[config.mk]
export PLATFORM = sky130hd
export DESIGN_NAME = if_fetch_unit
export DESIGN_NICKNAME = d
export VERILOG_FILES = /design/src/rtl/if_fetch_unit.sv
export SDC_FILE = /design/constraint.sdc
export NUM_CORES = 1
export LEC_CHECK = 0
export CORE_MARGIN = 5
export CORE_UTILIZATION = 39
export DETAILED_ROUTE_END_ITERATION = 8
export GPL_TIMING_DRIVEN = 1
export PLACE_DENSITY = 0.81
export SYNTH_ARGS = -nofsm -noshare
export SYNTH_HDL_FRONTEND = slang
export SYNTH_SLANG_ARGS = --single-unit
[constraint.sdc]
create_clock -name clk -period 2.18 [get_ports clk]
set_input_delay 0.545 -clock clk [delete_from_list [all_inputs] [get_ports clk]]
set_output_delay 0.545 -clock clk [all_outputs]
set_load 0.02 [all_outputs]
[src/rtl/if_fetch_unit.sv]
// Instruction fetch stage: owns the fetch PC, issues single-outstanding word reads
// to instruction memory and presents each fetched instruction with its PC to IF/ID.
module if_fetch_unit #(
  parameter logic [31:0] RESET_PC  = 32'h0000_0000,
  parameter logic [31:0] NOP_INSTR = 32'h0000_0013
) (
  input  logic        clk,
  input  logic        reset,
  input  logic        stall,
  input  logic        redirect,
  input  logic [31:0] redirect_pc,
  output logic        imem_req,
  output logic [31:0] imem_addr,
  input  logic        imem_ready,
  input  logic        imem_rvalid,
  input  logic [31:0] imem_rdata,
  output logic [31:0] instr_out,
  output logic [31:0] pc_out,
  output logic        instr_valid
);

  typedef enum logic [1:0] {
    ST_REQ   = 2'd0,
    ST_WAIT  = 2'd1,
    ST_DRAIN = 2'd2
  } state_t;

  state_t      state_r;
  logic [31:0] fpc_r;
  logic        req_s;
  logic        load_s;

  // Only request when the slot will be empty by the time data returns, so no skid buffer is needed.
  assign req_s     = (state_r == ST_REQ) && !reset && !redirect && (!instr_valid || !stall);
  assign load_s    = (state_r == ST_WAIT) && imem_rvalid && !redirect;
  assign imem_req  = req_s;
  assign imem_addr = fpc_r;

  // Fetch FSM, fetch PC and output slot.
  always_ff @(posedge clk) begin
    if (reset) begin
      state_r     <= ST_REQ;
      fpc_r       <= RESET_PC;
      instr_out   <= NOP_INSTR;
      pc_out      <= 32'h0000_0000;
      instr_valid <= 1'b0;
    end else if (redirect) begin
      // Redirect wins over stall; a response arriving this edge is the stale one and is dropped.
      fpc_r       <= redirect_pc & 32'hFFFF_FFFC;
      instr_out   <= NOP_INSTR;
      instr_valid <= 1'b0;
      case (state_r)
        ST_REQ:   state_r <= ST_REQ;
        ST_WAIT:  state_r <= imem_rvalid ? ST_REQ : ST_DRAIN;
        ST_DRAIN: state_r <= imem_rvalid ? ST_REQ : ST_DRAIN;
        default:  state_r <= ST_REQ;
      endcase
    end else begin
      if (load_s) begin
        instr_out   <= imem_rdata;
        pc_out      <= fpc_r;
        instr_valid <= 1'b1;
        fpc_r       <= fpc_r + 32'd4;
      end else if (!stall) begin
        instr_out   <= NOP_INSTR;
        instr_valid <= 1'b0;
      end else begin
        instr_valid <= instr_valid;
      end
      case (state_r)
        ST_REQ:   state_r <= (req_s && imem_ready) ? ST_WAIT : ST_REQ;
        ST_WAIT:  state_r <= imem_rvalid ? ST_REQ : ST_WAIT;
        ST_DRAIN: state_r <= imem_rvalid ? ST_REQ : ST_DRAIN;
        default:  state_r <= ST_REQ;
      endcase
    end
  end

endmodule

Word-level counts from Yosys, hierarchy flattened
Cells that the tools add are included.

operators by class
  $add $sub $neg = 1
  eq/ne operators = 3
  mux-type cells = 12
  bitwise logic cells = 1
  reductions and logical operators = 16

operators by type and width
  cell                   count
  $mux 32                4
  $add 32x3->32 const B  1
  $logic_and 1x1->1      6
  $mux 2                 3
  $pmux 2 s3             1
  $logic_not 1->1        4
  $mux 1                 4
  $reduce_or 2->1        2
  $eq 2x1->1 const B     1
  $eq 2x2->1 const B     1
  $logic_not 2->1        1
  $ne 2x1->1 const B     1
  $reduce_and 2->1       1
  $reduce_bool 2->1      1
  $logic_or 1x1->1       1
  $not 1->1              1

storage, ports and cells
  bits in registers = 99
  bits of input ports = 70
  output and inout bits = 98
  word-level logic and storage cells = 39

Depth between registers and ports, before layout
Gate-level depths: netlist (run 1).

  depth after elaboration = 8
  gate-level depth with buffers = 9
  gate-level depth less buffers = 6

Worst setup path after synthesis (run 1)
No wires, ideal clock.

  path kind = reg2reg
  start = register fpc_r[11], in the netlist imem_addr[11]
  end = register fpc_r[23], in the netlist imem_addr[23]
  library setup time = 0.091 ns
  data arrival time = 2.081 ns
  data required time = 2.089 ns
  path slack = 0.008 ns
  cell stages (with the launch flop) = 6
  path buffers = 1
  period minus slack after synthesis = 2.172 ns
  cells stage by stage = dfxtp_1 > nand4_2 > or4_4 > buf_6 > or4_1 > a311oi_1

on the way
  word-level cells in the longest chain between the ends = 3

RTL lines
  item                    RTL line  source
  from (decl)             29        logic [31:0] fpc_r;
  from (signal assigned)  49        fpc_r <= redirect_pc & 32'hFFFF_FFFC;
  from (signal assigned)  63        fpc_r <= fpc_r + 32'd4;
  $add 32x3->32           63
  $mux 32                 59        if (load_s) begin
  $mux 32                 47        end else if (redirect) begin

No other way between the ends. The select of a mux whose other input is x is not followed.
A chain may end at the register's enable or synchronous reset.

Worst setup path in the final report (run 1)
  start = register fpc_r[8], in the netlist imem_addr[8]
  end = output port imem_addr[8]

RTL lines
  item       RTL line  source
  to (decl)  13        output logic [31:0] imem_addr,

No word-level cell between the ends.

==> results of run 1 <==
-- cell usage after synthesis (7+ instances only) --
cell        n  area, µm²
nand2_1   106        398
dfxtp_1    95       1900
a21oi_1    63        315
nand3_1    44        220
clkbuf_1   36        135
nor2_1     34        128
a311oi_1   14        123
a211oi_1   11       82.6
or4_1      11       82.6
o21ai_0     9       45.0
o31ai_1     9       67.6
nand4_1     7       43.8
xor2_1      7       61.3
-- path summary, 6_finish.rpt --
path,slack [ps],endpoint,cells after the start,startpoint
worst max-delay path,70,imem_addr[8],1,imem_addr[8]$_SDFFE_PP0P_
worst min-delay path,460,pc_out[22]$_SDFFE_PP0P_,2,pc_out[22]$_SDFFE_PP0P_
worst max register to register,140,imem_addr[19]$_SDFFE_PP0P_,7,state_r[1]$_SDFF_PP0_
worst min register to register,460,pc_out[22]$_SDFFE_PP0P_,2,pc_out[22]$_SDFFE_PP0P_
-- power by group --
group	internal (mW)	leakage, nW	total (mW)	switching, mW
combinational	0.244	1.21	0.461	0.216
sequential	1.77	0.773	1.83	0.0558
clock	0.517	0.0957	1.10	0.582
total	2.54	2.08	3.39	0.854
-- kinds of logic after synthesis --
family / synth area share (%)
and+or+nand+nor: 27.1
AOI/OAI and AO/OA: 16.9
DFF: 46.5
buffers and inverters: 5.32
xor gates and xnor gates: 2.57
adders and majority gates: 1.53
other: 0.0917
-- tightest hold or removal path, stage by stage (launching register included) --
cell,delay (ps)
dfxtp_1,310
nand2_1,50
a21oi_1,50
-- routing by layer --
metal / GRT usage, % / up-vias / part of all wire [%]
li1: - / 2130 / -
met1: 24.0 / 2062 / 42
met2: 34.1 / 169 / 48
met3: 6.85 / 19 / 9.1
met4: 6.33 / 0 / 1.6
met5: 0 / - / 0
-- state kept, by name (all words and copies together) (netlist names) --
signal / flops
instr_out: 32
state_r: 2
instr_valid: 1
pc_out: 30
imem_addr: 30
-- final cells by class --
class	instances	share of cell area, %
multi-input combinational	370	32.4
clock buffer	10	2.06
inverter	6	0.363
clock inverter	5	0.807
sequential	95	30.7
timing repair buffer	198	30.9
tap	136	2.74
-- cells in the final DEF, fill, tap and decap left out, types with 5 or more instances in the layout --
master / n
nand2_1: 106
nor2_1: 33
nand3_1: 43
buf_4: 34
a211oi_1: 11
o31ai_1: 9
nor3b_1: 5
or4_1: 11
and3_1: 6
or3_1: 6
clkdlybuf4s50_1: 158
o21ai_0: 9
a21oi_1: 63
nand4_1: 7
inv_1: 6
a311oi_1: 13
dfxtp_1: 95
xnor2_1: 5
xor2_1: 7
clkbuf_8: 9
-- what timing repair did --
action | in CTS | in global routing
setup endpoints to repair | 1 | 9
pin swaps | 0 | 1
buffers inserted | 0 | 0
resized for setup | 4 | 4
gates cloned | 0 | 1
==> run metrics, run 1 <==
CP peak stage delay=roughly 700 ps; final core occ=60.4%; Fin. Hold Viols=0; GR Overflow Total=0; mean area per synthesized cell=~8.0 µm²; Netlist cell types=38; worst skew pair latency=360 ps; Worst path top cell family by delay=buffers and inverters; kind of critical path=register to primary output; final slew viol count=0; Routed Antenna Nets=0; H-tree levels=3; Post-Route WL=13,000 µm; FF+latch area=1900 µm²; Die ar.=12,600 µm²; chip width=112 µm; Tot GR Track Use=between 20% and 30%; initial antenna violation count=0; Worst VDD drop=0.354 mV; CP endpoint kind=primary output; placed standard-cell area=6010 µm²; FP Rows=37; PnR Total Power=3.39 mW; Fin Clk Skew=11.5 ps; fin nets=755; final worst setup slack=74.5 ps; first-pass GRT wire length=21,000 µm; asr flop ratio synth=0%; Main synth FF type=dfxtp_1; clock-pin slew on the worst setup and hold paths=90 ps; via count=4,380; router iterations before antenna repair=5; Die H=112 µm; GP Congestion=0.833; Hold-fix buffers, CTS=0; Critical Path RT=1630 ps; post-synthesis cell count=around 500; Max Cap Violations=0; largest net degree at the start of global routing=40; Top Ports=168; CP Buf/Inv Count=1; Final Cycle Share=96.6%; min cycle time layout=2110 ps; IO Port Bufs=161; clock tree from TritonCTS=built; share of layout cells above drive strength 1=9.21%; area of the multi-input gates=2010 µm²; Synth Register Bits=95; Fill cells=889; Post-synth EDFFs=0; share of the yosys chip area belonging to registers=a little under half; number of global-route vias before repair=4,303; status=completed; Leakage=a little over 2 nW; unrepaired setup endpoints after global routing=false; Critical-path top delay cell=clkdlybuf4s50_1; hpwl dp=roughly 9700 µm; CORE AREA=10,300 µm²; Num CTS Buffers=9; Post-Place Cells=804; Hold Crit Class=register to register; CP Cell Sequence=clkdlybuf4s50_1; Finished Layout Cells=820; Mapped Area=4090 µm²; yosys warns=0; starting density of the core=between 30% and 40%; worst hold margin=roughly 460 ps; Clock Path Buffers=2; Residual DRC=0; P&R area growth vs syn=51.7%; number of clock sinks=95; Critical Path AT=1560 ps; drt first-iter violations=about 380; post-route cell area=6200 µm²; CTS root buf=clkbuf_8; Fin Setup TNS=0 ps; drt wl/cell=15.8 µm; # diodes=0; fmax=475 MHz; worst slack, placed=-361 ps; drt via density=5.34; worst-path fanout max=8; cell area power density=546 nW/µm²; Setup-failing EPs final=0; crit path launch type=register
Power figures use the tool's default switching activity.
==> run 2: changes to the inputs <==
--- a/config.mk
+++ b/config.mk
@@ -5,7 +5,6 @@
 export SDC_FILE = /design/constraint.sdc
 export NUM_CORES = 1
 export LEC_CHECK = 0
-export CORE_MARGIN = 5
 export CORE_UTILIZATION = 39
 export DETAILED_ROUTE_END_ITERATION = 8
 export GPL_TIMING_DRIVEN = 1
==> run 2 against run 1 <==
Net effect:
- via count is 0.25% lower
- utilization is 0.85 points higher
- sequential power hardly changed
- count of clock-buffer cells in the layout is 2 higher
- register-to-register slack worse by 40 ps
- non-clock buffer count is 1 higher
- cell count is 0.12% higher
- combinational power is 2% higher
- hold slack worse by 2.3 ps
- first-iteration DRC count is 30% lower
- global-route usage is 2.5 points higher
- sequential share of layout area is 0.25 points lower
- critical path type unchanged
- largest cell class unchanged
==> run metrics, run 2 (synthesis gave the netlist of run 1 again) <==
fmax=474 MHz; Worst VDD drop=0.358 mV; # diodes=0; Post-Route WL=12,400 µm; GR Overflow Total=0; largest net degree at the start of global routing=40; max FFs per register=32; Fin Clk Skew=14.6 ps; FP Rows=37; H-tree levels=3; starting density of the core=40.0%; chip width=104 µm; Critical Path AT=roughly 1600 ps; Max Cap Violations=0; Final Cycle Share=96.9%; Top Ports=168; clock tree from TritonCTS=built; Worst path top cell family by delay=buffers and inverters; worst hold margin=~460 ps; unrepaired setup endpoints after global routing=false; Finished Layout Cells=821; CP endpoint kind=primary output; area of the multi-input gates=2010 µm²; GP Congestion=0.826; Fin Setup TNS=0 ps; CP peak stage delay=approximately 700 ps; drt wl/cell=15.1 µm; kind of critical path=register to primary output; commonest non-fill, non-tap cells in the layout=clkdlybuf4s50_1, nand2_1, dfxtp_1; IO Port Bufs=161; min cycle time layout=2110 ps; Hold-fix buffers, CTS=0; Routed Antenna Nets=0; clock-pin slew on the worst setup and hold paths=90 ps; Tot GR Track Use=22.6%; Setup-failing EPs final=0; Residual DRC=0; first-pass GRT wire length=20,200 µm; router iterations before antenna repair=5; via count=4,369; number of global-route vias before repair=4,108; drt via density=between 5 and 6; Die ar.=10,900 µm²; Largest Register=instr_out; Post-Place Cells=roughly 810; initial antenna violation count=0; share of layout cells above drive strength 1=9.78%; Die H=104 µm; Hold Crit Class=register to register; CP Cell Sequence=clkdlybuf4s50_1; fin nets=755; Num CTS Buffers=9; cell area power density=560 nW/µm²; Clock Path Buffers=2; P&R area growth vs syn=53.2%; Critical-path top delay cell=clkdlybuf4s50_1; CORE AREA=between 10,000 and 15,000 µm²; hpwl dp=roughly 9000 µm; FF+latch area=approximately 1900 µm²; final slew viol count=0; Fill cells=approximately 890; post-route cell area=~6300 µm²; status=completed; crit path launch type=register; most common cell after layout, fill and taps aside=clkdlybuf4s50_1; placed standard-cell area=6040 µm²; number of clock sinks=95; CTS root buf=clkbuf_8; Leakage=2.09 nW; CP Buf/Inv Count=1; worst skew pair latency=350 ps; Fin. Hold Viols=0; Critical Path RT=around 1600 ps; post-CTS setup buffer count=0; drt first-iter violations=264; worst-path fanout max=9
-- run 2: area by class of cell --
cell class | count | area share [%]
Multi-Input combinational cell | 369 | 32.0
Timing Repair Buffer | 199 | 31.1
Sequential cell | 95 | 30.4
Tap cell | 136 | 2.72
Clock buffer | 12 | 2.48
Clock inverter | 4 | 0.859
Inverter | 6 | 0.360
-- run 2: path summary, 6_finish.rpt --
kind	start	cells past startpoint	end	slack [ps]
setup reg to reg	imem_addr[12]$_SDFFE_PP0P_	4	imem_addr[25]$_SDFFE_PP0P_	100
hold / removal	pc_out[8]$_SDFFE_PP0P_	2	pc_out[8]$_SDFFE_PP0P_	460
hold reg to reg	pc_out[8]$_SDFFE_PP0P_	2	pc_out[8]$_SDFFE_PP0P_	460
setup / recovery	imem_addr[7]$_SDFFE_PP0P_	1	imem_addr[7]	70
-- run 2: metrics by stage --
stage               util, %  worst slack (ps)  power [mW]
floorplan                 -              7.66        2.05
global placement       59.1              -372        2.33
detailed placement     59.1              -363        2.33
CTS                    61.1              1.21        3.54
global route           61.2              14.2        3.64
finish                 61.2              68.3        3.50
-- run 2: timing repair --
item / in CTS / in global routing
gates resized for setup: 3 / 7
pin swaps: 1 / 1
endpoints found under the setup margin: 1 / 8
-- run 2: power breakdown --
group / internal (mW) / switching, mW / total, mW
Combinational: 0.250 / 0.219 / 0.469
Clock: 0.596 / 0.611 / 1.21
Sequential: 1.78 / 0.0529 / 1.83
-- run 2: per-layer routing --
metal	share of wire [%]	track usage, %
met1	43	28.1
met2	49	38.9
met3	6.8	4.95
met4	1.7	6.63
met5	0	0
==> run 3: changes to the inputs <==
--- a/config.mk
+++ b/config.mk
@@ -9,6 +9,7 @@
 export DETAILED_ROUTE_END_ITERATION = 8
 export GPL_TIMING_DRIVEN = 1
 export PLACE_DENSITY = 0.81
+export SLEW_MARGIN = 30
 export SYNTH_ARGS = -nofsm -noshare
 export SYNTH_HDL_FRONTEND = slang
 export SYNTH_SLANG_ARGS = --single-unit
==> results of run 3 <==
The final DEF is identical to that of run 2; final timing and power are the same.
==> RTL edit, RTL diff (flow settings as in run 2) <==
Reset style: asynchronous (`reset`), changed in one clocked block.
--- a/src/rtl/if_fetch_unit.sv
+++ b/src/rtl/if_fetch_unit.sv
@@ -37,7 +37,7 @@
   assign imem_addr = fpc_r;
 
   // Fetch FSM, fetch PC and output slot.
-  always_ff @(posedge clk) begin
+  always_ff @(posedge clk or posedge reset) begin
     if (reset) begin
       state_r     <= ST_REQ;
       fpc_r       <= RESET_PC;
Behaviour: differs if reset is asserted again (counterexample within 4 cycles, from zero or initial values and one cycle with reset high); with reset held inactive, the same outputs for 4 cycles.
==> RTL edit against run 2 <==
- clock skew shrank 2.6 ps
- routed wire length shrank 2.3%
- design area is 2.7% higher
- critical endpoint is now imem_addr[6]
- area after synthesis up 5.0%
- sequential cell count did not move
- via count is 9.9% lower
- worst setup slack worse by 31 ps
Power is not compared: it rests on default switching activity, and its combinational part moved more than twofold at a synthesized area within 25%.
==> RTL edit: results (changes against run 2) <==
Avg Cell Area, Syn=9.91 um2 (+24%); Worst-Margin Slew=720 ps; Initial DRC Count=219 (-17%); ANT cells=0 (unchanged); layout cell share with drive strength beyond 1=0.106 (+0.00771); Clock Skews=11.9 ps (-2.64 ps); Post-synth top cells=nand2_1, dfrtp_1, a22o_1, nor2_1, o21ai_0; WL final=12100 um (-2.3%); Synth Area in XOR/XNOR=0.0245 (-0.00122); area post-placement=6240 um2 (+3.4%); Max FO, Critical Path=7 (-2); Yosys warning count=0 (unchanged); Async S/R FF share, synth=1.00 (+1.00); H-tree depth=3 (unchanged); placed insts=736 (-8.6%); largest net degree at the start of global routing=59 (+48%); crit path DAT=1600 ps (+30 ps); antenna violations before repair=0 (unchanged); Synth Area in Compound Gates=0.138 (-0.0308); global-route wire length before repair=19700 um (-2.5%); Post-Synth Adder-Cell Area=0.0146 (-0.000727); Synth Flop Type=dfrtp_1; vias in the first global route=3912 (-4.8%); multiplexer share of the synthesized area=0.00233 (+0.00233); Port Buf Inserts=161 (unchanged); M1 wire length=5250 um (-0.79%); maximum buffer depth of the clock tree=2 (unchanged); DR WL met2=6060 um (about the same); vias per cell=5.23 (-1.7%); Area contributors post-synth=dfrtp_1, nand2_1, a22o_1; HPWL Detailed=9070 um (+0.79%); Met3 Wirelength=644 um (-23%); router iterations before antenna repair=4 (-1); dpl ws=-346 ps (+16.6 ps); nets=686 (-9.1%); Cell variety after synth=44 (+16%); Tot GR Track Use=0.221 (-0.00503); gpl congestion=0.762 (-7.7%); sequential share of the synthesized area=0.555 (+0.0895); fin cells=752 (-8.4%); Largest stage delay, worst path=700 ps (about the same); run status=completed
[RTL edit: changes by cell type after synthesis, sizes merged, moves of 8 or more]
cell,run 2,this run
a211oi,11,0
a21oi,63,3
a22o,0,29
a311oi,14,0
a31oi,1,16
clkbuf,36,18
dfrtp,0,92
dfxtp,95,0
nand3,44,15
nor2,34,20
o21ai,9,17
[RTL edit: timing repair]
action	in CTS	in global routing
resized for setup	4	1
pin swaps	0	0
endpoints found under the setup margin	1	2
[RTL edit: worst paths after layout]
path / startpoint / end / slack (ps) / cells after the start
max: imem_addr[6]$_DFFE_PP0N_ / imem_addr[6] / 40 / 1
min: pc_out[21]$_DFFE_PP0P_ / pc_out[21]$_DFFE_PP0P_ / 480 / 2
max reg2reg: state_r[1]$_DFF_PP0_ / imem_addr[17]$_DFFE_PP0N_ / 170 / 7
min reg2reg: pc_out[21]$_DFFE_PP0P_ / pc_out[21]$_DFFE_PP0P_ / 480 / 2
max in group asynchronous: reset / pc_out[13]$_DFFE_PP0P_ / 400 / 4
min in group asynchronous: reset / instr_out[24]$_DFFE_PP0P_ / 800 / 3
[RTL edit: layer usage]
| layer | vias to the layer above | track usage |
|---|---|---|
| met5 | - | 0 |
| met4 | 0 | 0.0763 |
| met3 | 12 | 0.0371 |
| met2 | 128 | 0.374 |
| met1 | 1908 | 0.286 |
| li1 | 1887 | - |
[RTL edit: area by class of cell]
type / count / area, um2
well taps: 136 / 170
multi-input cells: 305 / 1760
fillers: 882 / 4080
inverters: 6 / 26.3
repair buffers: 194 / 1900
flip-flops and latches: 95 / 2380
clock buffers: 13 / 149
clock inverters: 3 / 42.5
